--- config.mk ---
export PLATFORM = sky130hd
export DESIGN_NAME = trng_out_buf
export DESIGN_NICKNAME = d
export VERILOG_FILES = /design/src/rtl/trng_out_buf.sv
export SDC_FILE = /design/constraint.sdc
export NUM_CORES = 1
export LEC_CHECK = 0
export ABC_AREA = 1
export CORE_MARGIN = 5
export CORE_UTILIZATION = 45
export DETAILED_ROUTE_END_ITERATION = 12
export PLACE_DENSITY = 0.72
export RECOVER_POWER = 100
export SETUP_SLACK_MARGIN = 0.5
export SLEW_MARGIN = 20
export SYNTH_ARGS = -nofsm -noshare
export SYNTH_HDL_FRONTEND = slang
export SYNTH_SLANG_ARGS = --single-unit
export TNS_END_PERCENT = 5
--- constraint.sdc ---
create_clock -name clk -period 7.5 [get_ports clk]
set_input_delay 1.5 -clock clk [delete_from_list [all_inputs] [get_ports clk]]
set_output_delay 1.5 -clock clk [all_outputs]
set_load 0.1 [all_outputs]
--- src/rtl/trng_out_buf.sv ---
// trng_out_buf: consumer end of the rngcore output handshake.
// Captures 128-bit post-processor words into a DEPTH-entry FIFO,
// acknowledges each capture with a one-cycle rngcore_rddone pulse and
// serves the buffered data as 32-bit reads (low word first).
// Ports:
//   clk, rstn                          clock, async active-low reset
//   rngcore_en                         capture enable
//   flush                              synchronous clear of FIFO and state
//   rngcore_dataout/_vld, rngcore_rddone  producer handshake
//   rd_req, rd_data, rd_vld            32-bit read port, 1-cycle latency
//   level, empty, full                 occupancy in 32-bit words / status
//   underflow, rep_err                 sticky error flags
// Optional build macro TRNG_OUT_HEALTH_EN: drop a word identical to the
// previous capture and raise rep_err (the word is still acknowledged).
module trng_out_buf #(
    parameter int DEPTH = 4,
    parameter int AW    = 2
) (
    input  logic          clk,
    input  logic          rstn,
    input  logic          rngcore_en,
    input  logic          flush,
    input  logic [127:0]  rngcore_dataout,
    input  logic          rngcore_dataout_vld,
    output logic          rngcore_rddone,
    input  logic          rd_req,
    output logic [31:0]   rd_data,
    output logic          rd_vld,
    output logic [AW+2:0] level,
    output logic          empty,
    output logic          full,
    output logic          underflow,
    output logic          rep_err
);
    localparam int LW = AW + 3;
    localparam logic [AW:0] PTR_ONE = (AW+1)'(1);

    typedef enum logic {CAP_IDLE, CAP_ACK} cap_state_t;

    cap_state_t    r_state;
    logic [127:0]  r_mem [DEPTH];
    logic [AW:0]   r_wptr, r_rptr;
    logic [1:0]    r_idx;
    logic [LW-1:0] r_level;
    logic [31:0]   r_rd_data;
    logic          r_rd_vld, r_uflow;
    logic          w_full, w_empty, w_cap, w_dup, w_wr, w_rd;
    logic [127:0]  w_head;
    logic [31:0]   w_word;

    assign w_full  = (r_wptr[AW] != r_rptr[AW]) && (r_wptr[AW-1:0] == r_rptr[AW-1:0]);
    assign w_empty = (r_level == '0);
    // full comes from registered pointers, so a pop only frees space for the next cycle
    assign w_cap   = ~flush & (r_state == CAP_IDLE) & rngcore_en & rngcore_dataout_vld & ~w_full;
    assign w_wr    = w_cap & ~w_dup;
    assign w_rd    = rd_req & ~w_empty;
    assign w_head  = r_mem[r_rptr[AW-1:0]];
    assign w_word  = w_head[{r_idx, 5'd0} +: 32];

`ifdef TRNG_OUT_HEALTH_EN
    logic [127:0] r_last;
    logic         r_last_vld, r_rep_err;

    assign w_dup   = r_last_vld && (rngcore_dataout == r_last);
    assign rep_err = r_rep_err;

    always_ff @(posedge clk or negedge rstn) begin
        if (!rstn) begin
            r_last     <= '0;
            r_last_vld <= 1'b0;
            r_rep_err  <= 1'b0;
        end else if (flush) begin
            r_last     <= '0;
            r_last_vld <= 1'b0;
            r_rep_err  <= 1'b0;
        end else if (w_cap) begin
            r_last     <= rngcore_dataout;
            r_last_vld <= 1'b1;
            if (w_dup) r_rep_err <= 1'b1;
        end
    end
`else
    assign w_dup   = 1'b0;
    assign rep_err = 1'b0;
`endif

    // the ack is the state register itself, masked so a flush in that cycle drops it
    assign rngcore_rddone = (r_state == CAP_ACK) & ~flush;
    assign rd_data        = r_rd_data;
    assign rd_vld         = r_rd_vld;
    assign level          = r_level;
    assign empty          = w_empty;
    assign full           = w_full;
    assign underflow      = r_uflow;

    always_ff @(posedge clk) begin
        if (w_wr) r_mem[r_wptr[AW-1:0]] <= rngcore_dataout;
    end

    always_ff @(posedge clk or negedge rstn) begin
        if (!rstn) begin
            r_state   <= CAP_IDLE;
            r_wptr    <= '0;
            r_rptr    <= '0;
            r_idx     <= '0;
            r_level   <= '0;
            r_rd_data <= '0;
            r_rd_vld  <= 1'b0;
            r_uflow   <= 1'b0;
        end else if (flush) begin
            r_state   <= CAP_IDLE;
            r_wptr    <= '0;
            r_rptr    <= '0;
            r_idx     <= '0;
            r_level   <= '0;
            r_rd_vld  <= 1'b0;
            r_uflow   <= 1'b0;
        end else begin
            r_state  <= w_cap ? CAP_ACK : CAP_IDLE;
            r_rd_vld <= w_rd;
            r_level  <= r_level + (w_wr ? LW'(4) : LW'(0)) - (w_rd ? LW'(1) : LW'(0));
            if (w_wr) r_wptr <= r_wptr + PTR_ONE;
            if (w_rd) begin
                r_rd_data <= w_word;
                r_idx     <= r_idx + 2'd1;
                if (r_idx == 2'd3) r_rptr <= r_rptr + PTR_ONE;
            end
            if (rd_req && w_empty) r_uflow <= 1'b1;
        end
    end
endmodule
==> metrics.md, run 1 <==
| Metric | Value |
|---|---|
| Residual overflow from global routing | `0` |
| Number of hold-slack violations in the final timing report | `0` |
| Wire per inst | `20.3 um` |
| Maxcap violations | `9` |
| Warnings from Yosys | `0` |
| Headroom to the max-slew limit | `-165%` |
| Net total in the final layout | `2199` |
| Post-route minimum period | `5820 ps` |
| Clock tree from TritonCTS | `done` |
| Vias/cell | `5.31` |
| Number of cells traversed by the worst register-to-register path | `5` |
| First-pass DRT Iterations | `7` |
| Routed WL | `56400 um` |
| Transition time at the pin with the least slew margin | `3980 ps` |
| Site Rows | `82` |
| Final clock skew | `10.3 ps` |
| Register share of total power | `39.6%` |
| Max Clock Freq | `0.172 GHz` |
| Global-route wire length before repair | `84700 um` |
| Final cycle utilization of the critical path | `77.7%` |
| Slowest-stage cell, CP | `sky130_fd_sc_hd__clkbuf_2` |
| Hold/Removal Path Class | `reg2reg` |
| CP Capture Type | `register` |
| Net switching power | `0.00366 W` |
| Total half-perimeter wirelength after legalization and detailed placement | `32500 um` |
| Number of distinct library cells after synthesis | `28` |
| Deepest clock path buffer count | `3` |
| Crit path arrival time | `5990 ps` |
| Signed area change from the synthesized netlist to the final layout | `17.0%` |
| Die span in y | `234 um` |
| Most utilized layer in the global route result | `met2` |
| Design internal power | `0.00596 W` |
| Initial antenna violation count | `22` |
| Area enclosed by the die boundary | `55000 um^2` |
| Number of nets with antenna violations after routing | `0` |
| Synthesized instance count | `1920` |
| WHS Path Cells | `2` |
| Fin. max-slew vios | `561` |
| Post_cts resized | `0` |
| Worst Hold Margin | `477 ps` |
| Count of state elements after synthesis | `560` |
| Total number of clock tree sinks | `560` |
| Global Route met2 Usage | `32.2%` |
| Violated checks | `capacitance limit, slew limit` |
| Clock-pin transition on the worst setup and hold timing paths | `60 ps` |
| Clock latency reported for the late side of the worst-skew pair | `600 ps` |
| Count of buffers from port buffering | `175` |
| Number of hold-repair buffers added at the cts stage | `0` |
| Crit path max fanout | `77` |
| Cts bufs inserted | `55` |
| P per Cell Area | `363 nW/um^2` |
| Via count | `14800` |
| Max incr delay on CP | `1870 ps` |
| Synthesized netlist net count | `2066` |
| RSZ-0062 raised after global routing | `no` |
| Via count of the first global-routing pass | `14300` |
| Detailed-route DRC error count | `0` |
| Detailed router's first-iteration violation count | `1471` |
| Cell area after synthesis | `22700 um^2` |
| Effective utilization at floorplan | `45.4%` |
| Met3 Resource Use GR | `3.97%` |
| Boundary pin count | `177` |
| Horizontal extent of the die | `234 um` |
| Clock network fraction of design power | `29.1%` |
| Peak supply drop | `0.368 mV` |
| Static Leakage | `9.99 nW` |
| Final number of setup-violating endpoints | `0` |
| Crit path cell chain | `dlygate4sd3_1 > nor3_1 > nand2_1 > nor2_1 > clkbuf_2` |
| Total Routing Usage GR | `20.2%` |
| Power share of the combinational group | `31.3%` |
| Final core utilization | `53.1%` |
| Core area | `50000 um^2` |
| Run status | `finished, violations left` |
| Met1 capacity usage during global routing | `28.0%` |
| CTS root buffer | `sky130_fd_sc_hd__clkbuf_16` |
| Sw Share | `38.0%` |
| Post-CTS Setup Bufs | `0` |
| GP Congestion | `0.823` |
| H-tree levels | `2` |
| Share of the yosys chip area belonging to registers | `73.1%` |
| Post-synthesis average cell area | `11.8 um^2` |
| Fillers | `4142` |
| Startpoint kind of the worst setup timing path | `input port` |
| Maximum number of pins on one net before global-route repair | `174` |
| Required time reported for the critical path endpoint | `7660 ps` |
| Startpoint-to-endpoint class of the critical path | `in2reg` |
| Ratio of cells with drive above 1 in the final layout | `5.24%` |
-- stage by stage --
stage,cell area [um^2],std cells,worst slack [ps],setup TNS [ps],power (W)
final,26500,2785,1680,0,0.00962
after global routing,26500,2781,1410,0,0.0101
after CTS,26600,2771,2580,0,0.00972
after detailed placement,24700,2668,2600,0,0.00693
after global placement,24700,2668,2590,0,0.00687
after floorplan,22700,1920,-463,-236830,0.00604
-- power groups by stage --
stage / clock, W / combinational, W / sequential [W]
floorplan: 0 / 0.00169 / 0.00436
global placement: 0 / 0.00301 / 0.00386
detailed placement: 0 / 0.00306 / 0.00386
CTS: 0.00285 / 0.00308 / 0.00380
global route: 0.00297 / 0.00327 / 0.00382
finish: 0.00280 / 0.00301 / 0.00381
-- state kept, by name, summed over array words and instances (netlist names) --
| name | flops |
|---|---|
| r_mem | 512 |
| rd_data | 32 |
| level | 5 |
| r_rptr | 3 |
| r_wptr | 3 |
| r_idx | 2 |
| r_state | 1 |
| rd_vld | 1 |
| underflow | 1 |
-- layer usage --
| metal | part of all wire (%) | vias up |
|---|---|---|
| li1 | - | 6914 |
| met3 | 8.2 | 132 |
| met5 | 0.069 | - |
| met1 | 41 | 7169 |
| met4 | 3.4 | 8 |
| met2 | 48 | 579 |
-- synth_stat cells (all sizes together) --
master  count  share of area [%]
nand2     784                 13
edfxtp    512                 68
nand3     387                8.5
buf       107                3.2
dfrtp      48                5.3
inv        26               0.45
ha         11               0.61
nor2       11               0.22
o21ai      10               0.22
clkbuf      8               0.13
a21oi       4              0.088
xnor2       3               0.12
xor2        3               0.12
clkinv      1              0.017
conb        1              0.017
fa          1              0.088
nand4       1              0.028
nor3        1              0.022
o21bai      1              0.033
-- logic make-up after synthesis --
group	count (synthesis)	synth area share (%)
simple gates	1184	21.8
flops	560	73.1
buf+inv	142	3.77
compound gates	15	0.342
fa+ha+maj	12	0.696
xor+xnor	6	0.232
other cells	1	0.0165
-- cell usage in the layout, fill, tap and decap left out, types with 7 or more instances in the layout --
cell type	n
sky130_fd_sc_hd__dfrtp_1	44
sky130_fd_sc_hd__bufinv_16	7
sky130_fd_sc_hd__clkbuf_1	14
sky130_fd_sc_hd__inv_1	22
sky130_fd_sc_hd__clkbuf_16	57
sky130_fd_sc_hd__nand3_1	387
sky130_fd_sc_hd__nand2_1	784
sky130_fd_sc_hd__dlygate4sd3_1	171
sky130_fd_sc_hd__clkinv_1	8
sky130_fd_sc_hd__buf_4	8
sky130_fd_sc_hd__clkinv_2	12
sky130_fd_sc_hd__ha_1	11
sky130_fd_sc_hd__o21ai_0	9
sky130_fd_sc_hd__nor2_1	8
sky130_fd_sc_hd__diode_2	14
sky130_fd_sc_hd__edfxtp_1	512
-- critical path, delay by kind of cell --
kind	cells	cell delay, ps
buffers and inverters	2	2530
and+or+nand+nor	3	1860
-- worst paths after layout --
path | from | endpoint | slack, ps
setup / recovery | flush | r_mem[1][110] | 1680
hold / removal | rd_data[13] | rd_data[13] | 480
setup reg to reg | r_rptr[0] | r_mem[1][110] | 2150
hold reg to reg | rd_data[13] | rd_data[13] | 480
max in group asynchronous | rstn | r_idx[0] | 3560
min in group asynchronous | rstn | underflow | 1920
-- final cells by class --
type	instances	area, um^2	share of cell area [%]
antenna	14	35.0	0.132
clock buffer	68	1480	5.57
clock inverter	35	370	1.40
inverter	27	111	0.420
multi-input combinational	1218	5250	19.8
sequential	560	16600	62.6
tap	672	841	3.17
timing repair buffer	191	1840	6.95
(Power assumes the default switching activity.)
==> run 2: changes to the inputs <==
--- a/config.mk
+++ b/config.mk
@@ -9,7 +9,7 @@
 export CORE_MARGIN = 5
 export CORE_UTILIZATION = 45
 export DETAILED_ROUTE_END_ITERATION = 12
-export PLACE_DENSITY = 0.72
+export PLACE_DENSITY = 0.75
 export RECOVER_POWER = 100
 export SETUP_SLACK_MARGIN = 0.5
 export SLEW_MARGIN = 20
==> constraint.sdc (replaced) <==
create_clock -name clk -period 4.9 [get_ports clk]
set_input_delay 0.98 -clock clk [delete_from_list [all_inputs] [get_ports clk]]
set_output_delay 0.98 -clock clk [all_outputs]
set_load 0.1 [all_outputs]
==> run 2 against run 1 <==
  * Total power rose by 54%
  * Worst hold slack improved by 7.0 ps
  * Clock power rose by 55%
  * The flow still finishes with violations (capacitance limit, slew limit)
  * Via count rose by 1.3%
==> metrics.md, run 2 (synthesized netlist as in run 1, its figures left out) <==
| Metric | Value |
|---|---|
| Run status | `finished, violations left` |
| Violated checks | `capacitance limit, slew limit` |
| Endpoint of the worst hold path | `rd_data[11]` |
| Hold/Removal Path Class | `reg2reg` |
| Residual overflow from global routing | `0 (unchanged)` |
| Signed area change from the synthesized netlist to the final layout | `17.5%` |
| Most common cell after layout, fill and taps aside | `sky130_fd_sc_hd__nand2_1` |
| Static Leakage | `10.1 nW (+0.85%)` |
| Reg-to-Reg Start | `r_rptr[0]` |
| RSZ-0062 raised after global routing | `no` |
| Number of hold-repair buffers added at the cts stage | `0 (unchanged)` |
| Clock latency reported for the late side of the worst-skew pair | `610 ps (about the same)` |
| Final core utilization | `53.3% (+0.25 points)` |
| Clock-pin transition on the worst setup and hold timing paths | `60 ps (about the same)` |
| Count of buffers from port buffering | `175 (unchanged)` |
| P per Cell Area | `558 nW/um^2 (+54%)` |
| Crit path cell chain | `dlygate4sd3_1 > nor2_4 > clkbuf_1 > inv_1 > nand2_1 > nand2_1` |
| Core area | `50000 um^2 (unchanged)` |
| GP Congestion | `0.808 (-1.8%)` |
| Die span in y | `234 um (unchanged)` |
| Endpoint of the worst-slack reg-to-reg timing path | `r_mem[0][35]` |
| Number of nets with antenna violations after routing | `0 (unchanged)` |
| Cts bufs inserted | `56 (+1.8%)` |
| Horizontal extent of the die | `234 um (unchanged)` |
| Initial antenna violation count | `14 (-36%)` |
| Max incr delay on CP | `1310 ps (-560 ps)` |
| Wire per inst | `20.4 um (+0.52%)` |
| Dpl ws | `1380 ps (-1220 ps)` |
| Total Routing Usage GR | `20.4% (+0.21 points)` |
| Most numerous cell on the critical path | `sky130_fd_sc_hd__nand2_1` |
| Boundary pin count | `177 (unchanged)` |
| Post_cts resized | `0 (unchanged)` |
| CTS root buffer | `sky130_fd_sc_hd__clkbuf_16` |
| CP Capture Type | `register` |
| Deepest clock path buffer count | `3 (unchanged)` |
| Worst Hold Margin | `484 ps (+6.95 ps)` |
| Max reg flops | `512 (unchanged)` |
| First-pass DRT Iterations | `7 (unchanged)` |
| Maximum number of pins on one net before global-route repair | `129 (-26%)` |
| Fin. max-slew vios | `475 (-15%)` |
| Launch instance of the worst min-delay path | `rd_data[11]` |
| Vias/cell | `5.38 (+1.2%)` |
| Detailed router's first-iteration violation count | `1633 (+11%)` |
| Slowest-stage cell, CP | `sky130_fd_sc_hd__clkbuf_1` |
| H-tree levels | `2 (unchanged)` |
| Ratio of cells with drive above 1 in the final layout | `5.69% (+0.45 points)` |
| Headroom to the max-slew limit | `-92.2% (+73 points)` |
| Effective utilization at floorplan | `45.4% (unchanged)` |
| Site Rows | `82 (unchanged)` |
| Final cycle utilization of the critical path | `84.8%` |
| Post-CTS Setup Bufs | `0 (unchanged)` |
| Commonest cells after routing, fill and taps aside | `sky130_fd_sc_hd__nand2_1 (784), sky130_fd_sc_hd__edfxtp_1 (512), sky130_fd_sc_hd__nand3_1 (387)` |
| Net total in the final layout | `2208 (+0.41%)` |
| Startpoint-to-endpoint class of the critical path | `in2reg` |
| Clock tree from TritonCTS | `done` |
| WHS Path Cells | `2 (unchanged)` |
| Total number of clock tree sinks | `560 (unchanged)` |
| Detailed-route DRC error count | `0 (unchanged)` |
| Via count of the first global-routing pass | `14700 (+2.8%)` |
| Setup slack on the worst flop-to-flop path | `940 ps (-1210 ps)` |
| Number of cells traversed by the worst register-to-register path | `5 (unchanged)` |
| Transition time at the pin with the least slew margin | `2880 ps (-1100 ps)` |
| Area enclosed by the die boundary | `55000 um^2 (unchanged)` |
| Number of hold-slack violations in the final timing report | `0 (unchanged)` |
| Fillers | `4105 (-0.89%)` |
| Peak supply drop | `0.365 mV (-0.75%)` |
| Final number of setup-violating endpoints | `0 (unchanged)` |
| Final clock skew | `16.0 ps (+5.67 ps)` |
| Routed WL | `56800 um (+0.55%)` |
| Startpoint kind of the worst setup timing path | `input port` |
| Post-route minimum period | `4160 ps` |
| Total half-perimeter wirelength after legalization and detailed placement | `33800 um (+4.0%)` |
| Final TNS setup | `0 ps (unchanged)` |
| Global-route wire length before repair | `85600 um (+1.1%)` |
| Maxcap violations | `7 (-2)` |
| Required time reported for the critical path endpoint | `5380 ps (-2280 ps)` |
| Final critical-path setup slack | `745 ps (-931 ps)` |
| Max Clock Freq | `0.241 GHz` |
| Via count | `15000 (+1.3%)` |
| Crit path max fanout | `36 (-53%)` |
| Crit path arrival time | `4640 ps (-1350 ps)` |
[run 2: changes by cell type in the layout (fill, tap and decap cells not counted), sizes merged]
cell           previous run  this run
clkbuf                   76        90
diode                    14         4
buf                       9        17
clkinv                   24        19
bufinv                    7         5
clkinvlp                  4         2
clkdlybuf4s50             3         2
inv                      27        26
[run 2: worst max-delay path by stage]
stage / end / from / slack (ps) / cells after the start
2_1_floorplan: r_mem[0][0] / flush / -400 / 4
3_3_place_gp: r_mem[3][97] / flush / 1410 / 5
3_5_place_dp: r_mem[3][34] / flush / 1380 / 5
4_1_cts: full / r_rptr[0] / 850 / 4
5_1_grt: rd_data[16] / flush / 510 / 6
6_report: rd_data[12] / flush / 740 / 6
[run 2: layout make-up]
type | instances | area, um^2 | share of cell area (%)
sequential | 560 | 16600 | 62.3
multi-input combinational | 1218 | 5250 | 19.7
timing repair buffer | 199 | 1930 | 7.24
clock buffer | 81 | 1640 | 6.15
tap | 672 | 841 | 3.16
clock inverter | 25 | 270 | 1.01
inverter | 27 | 109 | 0.409
antenna | 4 | 10.0 | 0.0376
[run 2: through the flow]
| stage | cells | power (W) | cell area [um^2] |
|---|---|---|---|
| global route | 2786 | 0.0156 | 26600 |
| finish | 2786 | 0.0149 | 26600 |
| CTS | 2782 | 0.0150 | 26700 |
| floorplan | 1920 | 0.00924 | 22700 |
| global placement | 2676 | 0.0106 | 24800 |
| detailed placement | 2676 | 0.0107 | 24800 |
[run 2: layer usage]
layer / global-route usage, % / vias up / share of wire, %
met4: 7.64 / 6 / 3.5
met2: 33.3 / 624 / 49
met1: 27.4 / 7307 / 39
met5: 0 / - / 0.056
met3: 3.91 / 133 / 8.0
li1: - / 6921 / -
[run 2: worst max-delay path: cells and delay by family]
kind                   cells  cell delay, ps
buffers and inverters      3            3120
and+or+nand+nor            3             480
[run 2: power by group]
part / internal (W) / switching [W]
logic: 0.00117 / 0.00366
clock network: 0.00258 / 0.00176
registers: 0.00545 / 0.000228
==> run 3: changes to the inputs <==
--- a/config.mk
+++ b/config.mk
@@ -9,7 +9,7 @@
 export CORE_MARGIN = 5
 export CORE_UTILIZATION = 45
 export DETAILED_ROUTE_END_ITERATION = 12
-export PLACE_DENSITY = 0.75
+export PLACE_DENSITY = 0.72
 export RECOVER_POWER = 100
 export SETUP_SLACK_MARGIN = 0.5
 export SLEW_MARGIN = 20
==> constraint.sdc (replaced) <==
create_clock -name clk -period 4.05 [get_ports clk]
set_input_delay 0.81 -clock clk [delete_from_list [all_inputs] [get_ports clk]]
set_output_delay 0.81 -clock clk [all_outputs]
set_load 0.1 [all_outputs]
==> run 3 against run 2 <==
  * The flow still finishes with violations (capacitance limit, slew limit)
  * Sequential power is 22% higher
  * Sequential share of layout area is 0.23 points higher
  * Clock skew is 23 ps higher
  * Count of clock-buffer cells in the layout is 14 lower
  * Clock power is 16% higher
  * Via count is 1.0% lower
  * Combinational power is 20% higher
  * Flip-flop and latch count stayed put
  * Worst setup slack worse by 240 ps
  * Wire length is 0.35% lower
  * Utilization is 0.20 points lower
==> metrics.md, run 3 (synthesized netlist as in run 1, its figures left out) <==
| Metric | Value |
|---|---|
| Number of hold-repair buffers added at the cts stage | `0 (unchanged)` |
| Final TNS setup | `0 ps (unchanged)` |
| Detailed-route DRC error count | `0 (unchanged)` |
| Number of nets with antenna violations after routing | `0 (unchanged)` |
| Startpoint-to-endpoint class of the critical path | `reg2out` |
| Detailed router's first-iteration violation count | `1479 (-9.4%)` |
| Crit path arrival time | `2730 ps (-1910 ps)` |
| Maxcap violations | `4 (-3)` |
| Horizontal extent of the die | `234 um (unchanged)` |
| Effective utilization at floorplan | `45.4% (unchanged)` |
| Max incr delay on CP | `870 ps (-440 ps)` |
| Cts bufs inserted | `55 (-1.8%)` |
| Area enclosed by the die boundary | `55000 um^2 (unchanged)` |
| Die span in y | `234 um (unchanged)` |
| Residual overflow from global routing | `0 (unchanged)` |
| Vias/cell | `5.34 (-0.80%)` |
| Final clock skew | `39.1 ps (+23.1 ps)` |
| Site Rows | `82 (unchanged)` |
| Final critical-path setup slack | `507 ps (-238 ps)` |
| Post-CTS Setup Bufs | `0 (unchanged)` |
| Headroom to the max-slew limit | `-66.5% (+26 points)` |
| Peak supply drop | `0.457 mV (+25%)` |
| CTS root buffer | `sky130_fd_sc_hd__clkbuf_16` |
| Transition time at the pin with the least slew margin | `2500 ps (-386 ps)` |
| Clock-pin transition on the worst setup and hold timing paths | `60 ps (about the same)` |
| Cell depth of the worst setup path | `4 (-2)` |
| Ratio of cells with drive above 1 in the final layout | `5.57% (-0.12 points)` |
| Initial antenna violation count | `8 (-6)` |
| Total Routing Usage GR | `20.2% (-0.22 points)` |
| First-pass DRT Iterations | `5 (-2)` |
| Max Clock Freq | `0.282 GHz` |
| Post-route insts no fill | `2779 (-0.25%)` |
| Endpoint of the worst-slack reg-to-reg timing path | `rd_data[30]` |
| Violated checks | `capacitance limit, slew limit` |
| Kind of cell adding the most delay to the critical path | `buffers and inverters` |
| Via count | `14800 (-1.0%)` |
| Placed cell count | `2672 (-0.15%)` |
| Slowest-stage cell, CP | `sky130_fd_sc_hd__dfrtp_4` |
| P per Cell Area | `670 nW/um^2 (+20%)` |
| Fin. max-slew vios | `182 (-62%)` |
| Buffer and inverter count on the worst path | `2 (-1)` |
| Commonest cells after routing, fill and taps aside | `sky130_fd_sc_hd__nand2_1 (783), sky130_fd_sc_hd__edfxtp_1 (512), sky130_fd_sc_hd__nand3_1 (387)` |
| Hold/Removal Path Class | `reg2reg` |
| Total number of clock tree sinks | `560 (unchanged)` |
| Routed WL | `56600 um (-0.35%)` |
| CP Capture Type | `output pin` |
| Most common cell after layout, fill and taps aside | `sky130_fd_sc_hd__nand2_1` |
| Required time reported for the critical path endpoint | `3240 ps (-2140 ps)` |
| Boundary pin count | `177 (unchanged)` |
| RSZ-0062 raised after global routing | `no` |
| Startpoint kind of the worst setup timing path | `register` |
| Count of buffers from port buffering | `175 (unchanged)` |
| Reg-to-Reg Start | `r_rptr[0]` |
| GP Congestion | `0.825 (+2.1%)` |
| Setup slack on the worst flop-to-flop path | `710 ps (-230 ps)` |
| Max reg flops | `512 (unchanged)` |
| Via count of the first global-routing pass | `14200 (-2.8%)` |
| Final cycle utilization of the critical path | `87.5%` |
| Deepest clock path buffer count | `3 (unchanged)` |
| Post_cts resized | `0 (unchanged)` |
| Clock tree from TritonCTS | `done` |
| Maximum number of pins on one net before global-route repair | `147 (+14%)` |
| Global-route wire length before repair | `84300 um (-1.5%)` |
| Crit path cell chain | `xnor2_1 > nand3_1 > inv_1 > clkbuf_1` |
| Capture point of the critical path | `full` |
| Core area | `50000 um^2 (unchanged)` |
| Static Leakage | `10.0 nW (-0.49%)` |
| Final number of setup-violating endpoints | `0 (unchanged)` |
| Clock latency reported for the late side of the worst-skew pair | `640 ps (+30 ps)` |
| Dpl ws | `947 ps (-430 ps)` |
| Number of cells traversed by the worst register-to-register path | `10 (+5)` |
| Signed area change from the synthesized netlist to the final layout | `17.1%` |
| H-tree levels | `2 (unchanged)` |
| Wire per inst | `20.4 um (about the same)` |
| Total half-perimeter wirelength after legalization and detailed placement | `32800 um (-2.8%)` |
| Number of hold-slack violations in the final timing report | `0 (unchanged)` |
| Run status | `finished, violations left` |
| Final core utilization | `53.1% (-0.20 points)` |
| Post-route minimum period | `3540 ps` |
| Crit path max fanout | `48 (+33%)` |
| Net total in the final layout | `2203 (-0.23%)` |
| Beginning of the critical path | `r_rptr[1]` |
[run 3: changes by cell type in the layout (fill, tap and decap cells not counted), sizes merged]
cell / delta
clkinv: +8
diode: +1
clkbuf: -9
clkinvlp: +1
clkdlybuf4s50: +1
dlygate4sd3: -2
inv: +1
buf: -8
[run 3: power by group]
| group | switching [W] | leakage [nW] | internal (W) | total [W] |
|---|---|---|---|---|
| clock | 0.00215 | 0.890 | 0.00289 | 0.00504 |
| sequential | 0.000346 | 5.23 | 0.00659 | 0.00694 |
| combinational | 0.00435 | 3.90 | 0.00144 | 0.00578 |
[run 3: tightest hold or removal path, cell delays in order (launching register included)]
cell and delay, ps:
sky130_fd_sc_hd__dfrtp_1 340, sky130_fd_sc_hd__nand2_1 50, sky130_fd_sc_hd__nand2_1 50
[run 3: worst min-delay path by stage]
stage,startpoint,endpoint,slack [ps],cells past startpoint
global placement,rd_data[18],rd_data[18],470,2
global route,rd_data[4],rd_data[4],520,2
CTS,rstn,rd_data[22],380,1
finish,rd_data[18],rd_data[18],470,2
floorplan,rstn,level[0],510,0
detailed placement,rd_data[18],rd_data[18],460,2
[run 3: layout make-up]
type                       count  area [um^2]
inverter                      27          111
timing repair buffer         195         1940
tap                          672          841
clock buffer                  67         1460
multi-input combinational   1218         5250
clock inverter                35          340
fill                        4173        23400
sequential                   560        16600
antenna                        5         12.5
[run 3: stage by stage]
step	power [W]	hold WS, ps	cell area (um^2)
6_report	0.0178	474	26500
4_1_cts	0.0180	378	26700
3_3_place_gp	0.0128	465	24900
5_1_grt	0.0186	517	26500
3_5_place_dp	0.0129	465	24900
2_1_floorplan	0.0112	511	22700
[run 3: metal layers]
| metal | global-route usage [%] | share of wire [%] |
|---|---|---|
| met5 | 0 | 0 |
| met4 | 7.22 | 2.8 |
| met3 | 3.56 | 7.8 |
| met2 | 32.7 | 49 |
| met1 | 27.7 | 40 |
